[src/rtl/uart_rx.sv]
// 8N1 UART receiver: 2-FF synchronized rx, mid-bit sampling, valid/ack byte handshake.
// BAUD_DIV matches the transmitter: one bit period is BAUD_DIV+1 clk cycles.
module uart_rx #(
    parameter int unsigned BAUD_DIV = 10416
) (
    input  logic       clk,
    input  logic       rst,
    input  logic       rx,
    input  logic       ack,
    output logic [7:0] data_out,
    output logic       valid,
    output logic       frame_err,
    output logic       overrun,
    output logic       busy
);

    localparam logic [2:0] ST_IDLE      = 3'd0;
    localparam logic [2:0] ST_START     = 3'd1;
    localparam logic [2:0] ST_DATA      = 3'd2;
    localparam logic [2:0] ST_STOP      = 3'd3;
    localparam logic [2:0] ST_WAIT_HIGH = 3'd4;

    localparam logic [15:0] CNT_FULL = 16'(BAUD_DIV);
    localparam logic [15:0] CNT_HALF = 16'(BAUD_DIV / 2);

    logic        rx_meta_q;
    logic        rx_sync_q;
    logic        rx_s;

    logic [2:0]  state_q,     state_d;
    logic [15:0] cnt_q,       cnt_d;
    logic [2:0]  bit_idx_q,   bit_idx_d;
    logic [7:0]  shift_q,     shift_d;
    logic [7:0]  data_out_q,  data_out_d;
    logic        valid_q,     valid_d;
    logic        frame_err_q, frame_err_d;
    logic        overrun_q,   overrun_d;
    logic        busy_q,      busy_d;
    logic        done_s;

    assign rx_s = rx_sync_q;

    // Two-stage synchronizer; resets to the idle-high line level.
    always_ff @(posedge clk or posedge rst) begin
        if (rst) begin
            rx_meta_q <= 1'b1;
            rx_sync_q <= 1'b1;
        end else begin
            rx_meta_q <= rx;
            rx_sync_q <= rx_meta_q;
        end
    end

    // Frame sequencing: baud counter, bit index and shift register.
    always_comb begin
        state_d   = state_q;
        cnt_d     = cnt_q;
        bit_idx_d = bit_idx_q;
        shift_d   = shift_q;
        done_s    = 1'b0;
        case (state_q)
            ST_IDLE: begin
                cnt_d = 16'd0;
                if (!rx_s) begin
                    state_d = ST_START;
                end else begin
                    state_d = ST_IDLE;
                end
            end
            ST_START: begin
                if (cnt_q == CNT_HALF) begin
                    cnt_d     = 16'd0;
                    bit_idx_d = 3'd0;
                    // A start bit that is already gone at mid-bit was only a glitch.
                    if (!rx_s) begin
                        state_d = ST_DATA;
                    end else begin
                        state_d = ST_IDLE;
                    end
                end else begin
                    cnt_d = cnt_q + 16'd1;
                end
            end
            ST_DATA: begin
                if (cnt_q == CNT_FULL) begin
                    cnt_d            = 16'd0;
                    shift_d[bit_idx_q] = rx_s;
                    if (bit_idx_q == 3'd7) begin
                        bit_idx_d = 3'd0;
                        state_d   = ST_STOP;
                    end else begin
                        bit_idx_d = bit_idx_q + 3'd1;
                    end
                end else begin
                    cnt_d = cnt_q + 16'd1;
                end
            end
            ST_STOP: begin
                if (cnt_q == CNT_FULL) begin
                    cnt_d  = 16'd0;
                    done_s = 1'b1;
                    if (rx_s) begin
                        state_d = ST_IDLE;
                    end else begin
                        state_d = ST_WAIT_HIGH;
                    end
                end else begin
                    cnt_d = cnt_q + 16'd1;
                end
            end
            ST_WAIT_HIGH: begin
                cnt_d = 16'd0;
                if (rx_s) begin
                    state_d = ST_IDLE;
                end else begin
                    state_d = ST_WAIT_HIGH;
                end
            end
            default: begin
                state_d   = ST_IDLE;
                cnt_d     = 16'd0;
                bit_idx_d = 3'd0;
            end
        endcase
    end

    // Output handshake: a completion outranks ack; ack only matters while valid.
    always_comb begin
        data_out_d  = data_out_q;
        valid_d     = valid_q;
        frame_err_d = frame_err_q;
        overrun_d   = overrun_q;
        busy_d      = (state_d != ST_IDLE);
        if (done_s) begin
            data_out_d  = shift_q;
            valid_d     = 1'b1;
            frame_err_d = ~rx_s;
            overrun_d   = valid_q & ~ack;
        end else if (ack && valid_q) begin
            valid_d     = 1'b0;
            frame_err_d = 1'b0;
            overrun_d   = 1'b0;
        end else begin
            valid_d     = valid_q;
        end
    end

    // State and output registers.
    always_ff @(posedge clk or posedge rst) begin
        if (rst) begin
            state_q     <= ST_IDLE;
            cnt_q       <= 16'd0;
            bit_idx_q   <= 3'd0;
            shift_q     <= 8'h00;
            data_out_q  <= 8'h00;
            valid_q     <= 1'b0;
            frame_err_q <= 1'b0;
            overrun_q   <= 1'b0;
            busy_q      <= 1'b0;
        end else begin
            state_q     <= state_d;
            cnt_q       <= cnt_d;
            bit_idx_q   <= bit_idx_d;
            shift_q     <= shift_d;
            data_out_q  <= data_out_d;
            valid_q     <= valid_d;
            frame_err_q <= frame_err_d;
            overrun_q   <= overrun_d;
            busy_q      <= busy_d;
        end
    end

    assign data_out  = data_out_q;
    assign valid     = valid_q;
    assign frame_err = frame_err_q;
    assign overrun   = overrun_q;
    assign busy      = busy_q;

endmodule

[config.mk]
export PLATFORM = sky130hd
export DESIGN_NAME = uart_rx
export DESIGN_NICKNAME = d
export VERILOG_FILES = /design/src/rtl/uart_rx.sv
export SDC_FILE = /design/constraint.sdc
export NUM_CORES = 1
export LEC_CHECK = 0
export ABC_CLOCK_PERIOD_IN_PS = 2900
export CAP_MARGIN = 20
export CORE_ASPECT_RATIO = 1.2
export CORE_UTILIZATION = 57
export DETAILED_ROUTE_END_ITERATION = 6
export PLACE_DENSITY_LB_ADDON = 0.12
export SETUP_SLACK_MARGIN = 0.15
export SLEW_MARGIN = 15
export SYNTH_ARGS = -nofsm -noshare
export SYNTH_HDL_FRONTEND = slang
export SYNTH_SLANG_ARGS = --single-unit
[constraint.sdc]
create_clock -name clk -period 2.9 [get_ports clk]
set_input_delay 0.29 -clock clk [delete_from_list [all_inputs] [get_ports clk]]
set_output_delay 0.29 -clock clk [all_outputs]
set_load 0.01 [all_outputs]
======== Word-level counts from Yosys, hierarchy flattened ========
Index checks and enable logic that the tools add are counted.
storage, ports and cells
  register bits ........................... 44
  bits of input ports ..................... 4
  output and inout port bits .............. 12
  logic and storage cells ................. 61
operators by class
  $add $sub $neg .......................... 2
  $lt $le $gt $ge ......................... 2
  equality and inequality tests ........... 9
  mux-type cells .......................... 24
  bitwise logic cells ..................... 4
  reduce and logical (&&, ||, !) cells .... 9
operator list
  cell                     count
  $mux W16                 2
  $pmux W16 S2             1
  $mux W3                  8
  $add A16 B1 Y16 const B  1
  $eq A16 B13 Y1 const B   1
  $eq A16 B14 Y1 const B   1
  $pmux W3 S5              1
  $pmux W3 S3              1
  $bwmux W8                1
  $mux W1                  8
  $eq A3 B2 Y1 const B     2
  $eq A3 B3 Y1 const B     2
  $lt A3 B4 Y1 const B     1
  $ne A2 B2 Y1 const B     2
  $add A3 B1 Y3 const B    1
  $demux W1 S3             1
  $eq A3 B1 Y1 const B     1
  $ge A3 B1 Y1 const B     1
  $logic_not A3 Y1         1
  $not A1 Y1               3
  $reduce_and A3 Y1        1
  $reduce_bool A3 Y1       1
  $reduce_or A3 Y1         1
  $logic_and A1 B1 Y1      2
  other kinds (5)          5

======== Depth between registers and ports, before layout ========
  depth after elaboration ................. 5
  gate-level depth with buffers ........... 8
  mapped depth without buffers ............ 7

======== Least setup slack after synthesis ========
No wires, ideal clock.
  kind .................................... flip-flop to flip-flop
  start ................................... reg cnt_q[9]
  end ..................................... reg data_out_q[0], in the netlist data_out[0]
  setup time .............................. 0.125 ns
  data arrival time ....................... 2.014 ns
  required time ........................... 2.775 ns
  slack ................................... 0.761 ns
  stages on the path, launching flop included .. 6
  path buffers ............................ 2
  clock period less this slack ............ 2.139 ns
  path through ............................ dfrtp_1 -> or4_4 -> buf_6 -> or4_1 -> buf_2 -> mux2_4
on the way
  word-level cells in the longest chain between the ends .. 3
RTL lines
  item                    line  RTL
  from (decl)             31    logic [15:0] cnt_q, cnt_d;
  from (signal assigned)  162   cnt_q <= cnt_d;
  $eq A16 B14 Y1          99    if (cnt_q == CNT_FULL) begin
  $mux W1                 99
  $mux W1                 61    case (state_q)
  to (signal assigned)    165   data_out_q <= data_out_d;
  to (decl)               34    logic [7:0] data_out_q, data_out_d;
No other way between the ends.
A chain may end at the register's enable or synchronous reset.

======== Worst setup path in the final report ========
  start ................................... reg cnt_q[9]
  end ..................................... reg busy_q, in the netlist busy
on the way
  word-level cells in the longest chain between the ends .. 4
  elaborated cells on any way between the ends .. 7
  classes of those cells .................. eq/ne: 2; mux: 4; reduce/logical: 1
RTL lines
  item                                                     line        RTL
  $eq A16 B14 Y1 / $eq A16 B13 Y1 (equally long branches)  85, 99, 71
  $mux W3, on equally long branches                        99, 71, 85
  $pmux W3 S5 (*)                                          61
  $reduce_bool A3 Y1 (*)                                   133         busy_d = (state_d != ST_IDLE);
  named net busy_d                                         38          logic busy_q, busy_d;
  to (signal assigned)                                     169         busy_q <= busy_d;
  to (decl)                                                38
The timed path passes the listed nets; every way through them passes the cells marked *.

==> run_results.csv <==
group,metric,value,unit
grt,use_met3,4.48,%
synthesis,syn_inst,198,
floorplanning,start_util,59.4,%
synthesis,synth_cell_types,37,
worst_setup_path,r2r_slack,0.63,ns
cells_and_area,multi_input_area,985,um2
synthesis,synth_nets,206,
place,globalplace.congestion,0.852,
floorplanning,die-area,4040,um2
sta,finalCriticalPeriod,2.27,ns
grt,grt_max_degree,45,
clock_network,clock_path_buffers,2,
cells_and_area,design_area,2440,um2
worst_setup_path,worstSetupPathType,"register to register",
detailed_routing,drt_iter0_drc,52,
clock_network,numClockSinks,44,
worst_setup_path,critPathCaptureType,"register",
grt,use_met1,25.2,%
power,vdd_ir_drop_max,0.000285,V
cells_and_area,syn2layout_area_growth,13.2,%
clock_network,cts_tree,"yes",
grt,gr-total-overflow,0,
sta,tns,0,ns
sta,setup_viol,0,
worst_setup_path,crit_start,"cnt_q[9]$_DFF_PP0_",
worst_hold_path,hold_path.startpoint,"rx_meta_q$_DFF_PP1_",
synthesis,synth_seq_area_share,51.1,%
sta,finalMaxSlewViolations,0,
detailed_routing,drtPass1Iterations,4,
grt,grt_pass1_wl,6540,um
sta,max_freq,440,MHz
floorplanning,rows,24,
synthesis,synth-seq-cells,44,
sta,relSlewSlack,63.6,%
place,dp.cells,259,
detailed_routing,vias,1447,
synthesis,synth_edf_count,0,
sta,skew,0.00429,ns
synthesis,syn_area,2160,um2
power,p_leak,1.07,nW
worst_setup_path,path_max_fanout,17,
cells_and_area,fin_cells,267,
clock_network,cts_made_buffers,5,
floorplanning,die_h,69.4,um
sta,tightest_slew,0.541,ns
detailed_routing,drc_errors,0,
clock_network,cts-hold-fix-buffers,0,
clock_network,cts_resized,0,
sta,rsz0062_at_grt,"false",
synthesis,yosysMostFrequentCell,"dfrtp_1",
synthesis,yosys_warnings,0,
detailed_routing,antenna_left,0,
grt,grt_pass1_vias,1447,
cells_and_area,seqCellArea,1100,um2
worst_setup_path,timing.rr.start,"cnt_q[9]$_DFF_PP0_",
worst_setup_path,critPathArrivalTime,2.42,ns
outcome,status,"finished clean",
synthesis,ys.flop_type,"dfrtp_1",
sta,hold_viol_final,0,
synthesis,synth_area_leaders,"dfrtp_1 49%, mux2_2 7.3%, nor2_1 4.7%",
synthesis,async_reset_ff_share,100,%
clock_network,postCtsSetupRepairBufs,0,
clock_network,htreeDepth,2,
floorplanning,die_w,58.2,um
cells_and_area,drive_gt1_share,15.8,%
grt,gr-usage-met2,36.3,%
clock_network,root_buffer,"clkbuf_8",
cells_and_area,antenna_cells,0,
synthesis,synthTopCellsByCount,"42 x dfrtp_1, 27 x nor2_1, 16 x nand2_1, 14 x mux2_2, 11 x nand3_1",
synthesis,post_synth.cell_area_avg,10.9,um2
grt,gr-max-usage-layer,"met2",
detailed_routing,routedWlPerCell,13.7,um
worst_setup_path,crit_path_top_delay_cell,"or4_4",
place,port_buffers,15,
clock_network,insertion_delay,0.29,ns
worst_setup_path,slowest_delay,0.61,ns
worst_setup_path,crit_required,3.05,ns
grt,grt_antenna_before_repair,0,
floorplanning,core,3630,um2
detailed_routing,wl,3660,um
worst_hold_path,min_path_type,"register to register",
place,dp_hpwl,2700,um
worst_setup_path,critPathLaunchType,"register",
cells_and_area,nets,222,
synthesis,synth_top_area_share,48.7,%
clock_network,clk_pin_slew_worst_paths,0.07,ns
power,power.density,448,nW/um2
job,max_cap_viol_count,0,
worst_setup_path,crit_chain,"or4_4 > nor4_4 > nor3_1 > a31oi_4 > nand3_1",
place,place_area,2340,um2
sta,period_share,78.4,%
detailed_routing,vias_per_cell,5.42,
synthesis,yosys.area.top_type,"dfrtp_1",
floorplanning,pin_count,16,
grt,track_usage,21.1,%
cells_and_area,fill_cells,298,
[kinds of logic after synthesis]
kind of cell | count (synthesis) | synth area share, %
compound gates | 16 | 4.87
xor+xnor | 14 | 5.68
simple gates | 89 | 23.6
buf+inv | 14 | 3.30
mux | 17 | 9.15
flops | 44 | 51.1
fa+ha+maj | 4 | 2.32
[path summary, 6_finish.rpt]
| kind | to | cells past startpoint |
|---|---|---|
| setup / recovery | busy$_DFF_PP0_ | 5 |
| hold / removal | rx_s$_DFF_PP1_ | 0 |
| setup reg to reg | busy$_DFF_PP0_ | 5 |
| hold reg to reg | rx_s$_DFF_PP1_ | 0 |
| max in group asynchronous | rx_meta_q$_DFF_PP1_ | 3 |
| min in group asynchronous | shift_q[6]$_DFFE_PP0P_ | 3 |
[layout make-up]
cell class / count / area share, %
well taps: 52 / 2.66
multi-input cells: 140 / 40.3
inverters: 7 / 1.07
flip-flops and latches: 44 / 45.1
repair buffers: 16 / 6.45
clock inverters: 2 / 1.43
clock buffers: 6 / 2.97
[placed cells by master (no fill, tap or decap), types with 2 or more instances in the layout]
cell type / instances
dfstp_2: 2
inv_1: 7
nand3_1: 11
mux2_2: 14
or4bb_1: 2
mux2_4: 2
nor4_4: 2
o21ai_0: 8
ha_1: 4
nand4_1: 2
and3_1: 3
nor3_1: 3
clkbuf_8: 5
dfrtp_1: 42
xor2_1: 10
nor4_1: 2
nand4bb_1: 2
xnor2_1: 4
nand2_1: 16
a21oi_1: 4
nand3b_1: 5
or2_2: 2
clkdlybuf4s50_1: 15
a211oi_1: 2
nor2_1: 27
or4_1: 2
nor3b_1: 4
[power by group]
| part | internal (mW) | total, mW | leakage (nW) | switching (mW) |
|---|---|---|---|---|
| Clock | 0.255 | 0.449 | 0.0552 | 0.194 |
| Combinational | 0.00980 | 0.0250 | 0.433 | 0.0153 |
| Sequential | 0.618 | 0.622 | 0.585 | 0.00381 |
| Total | 0.883 | 1.10 | 1.07 | 0.213 |
[registers in the layout, indices dropped and copies added, names as in the netlist]
register,count
bit_idx_q,3
valid,1
rx_s,1
frame_err,1
shift_q,8
state_q,3
rx_meta_q,1
overrun,1
cnt_q,16
busy,1
data_out,8
[metrics by stage]
step | setup WS (ns) | hold slack (ns) | power [mW] | util [%]
5_1_grt | 0.483 | 0.364 | 1.13 | 67.3
3_3_place_gp | 0.714 | 0.346 | 0.659 | 64.3
2_1_floorplan | 0.761 | 0.294 | 0.646 | -
4_1_cts | 0.607 | 0.358 | 1.11 | 67.3
3_5_place_dp | 0.621 | 0.347 | 0.660 | 64.3
6_report | 0.627 | 0.357 | 1.10 | 67.3
[critical path: cells and delay by family (launching register included)]
family	cells	cell delay [ns]
simple gates	4	1.28
flops	1	0.42
compound gates	1	0.43
[layer usage]
metal	vias to the layer above	wire length, um
met1	705	1540
met4	0	65
met3	8	91
met5	-	0
li1	713	-
met2	21	1960
(Power assumes the default switching activity.)
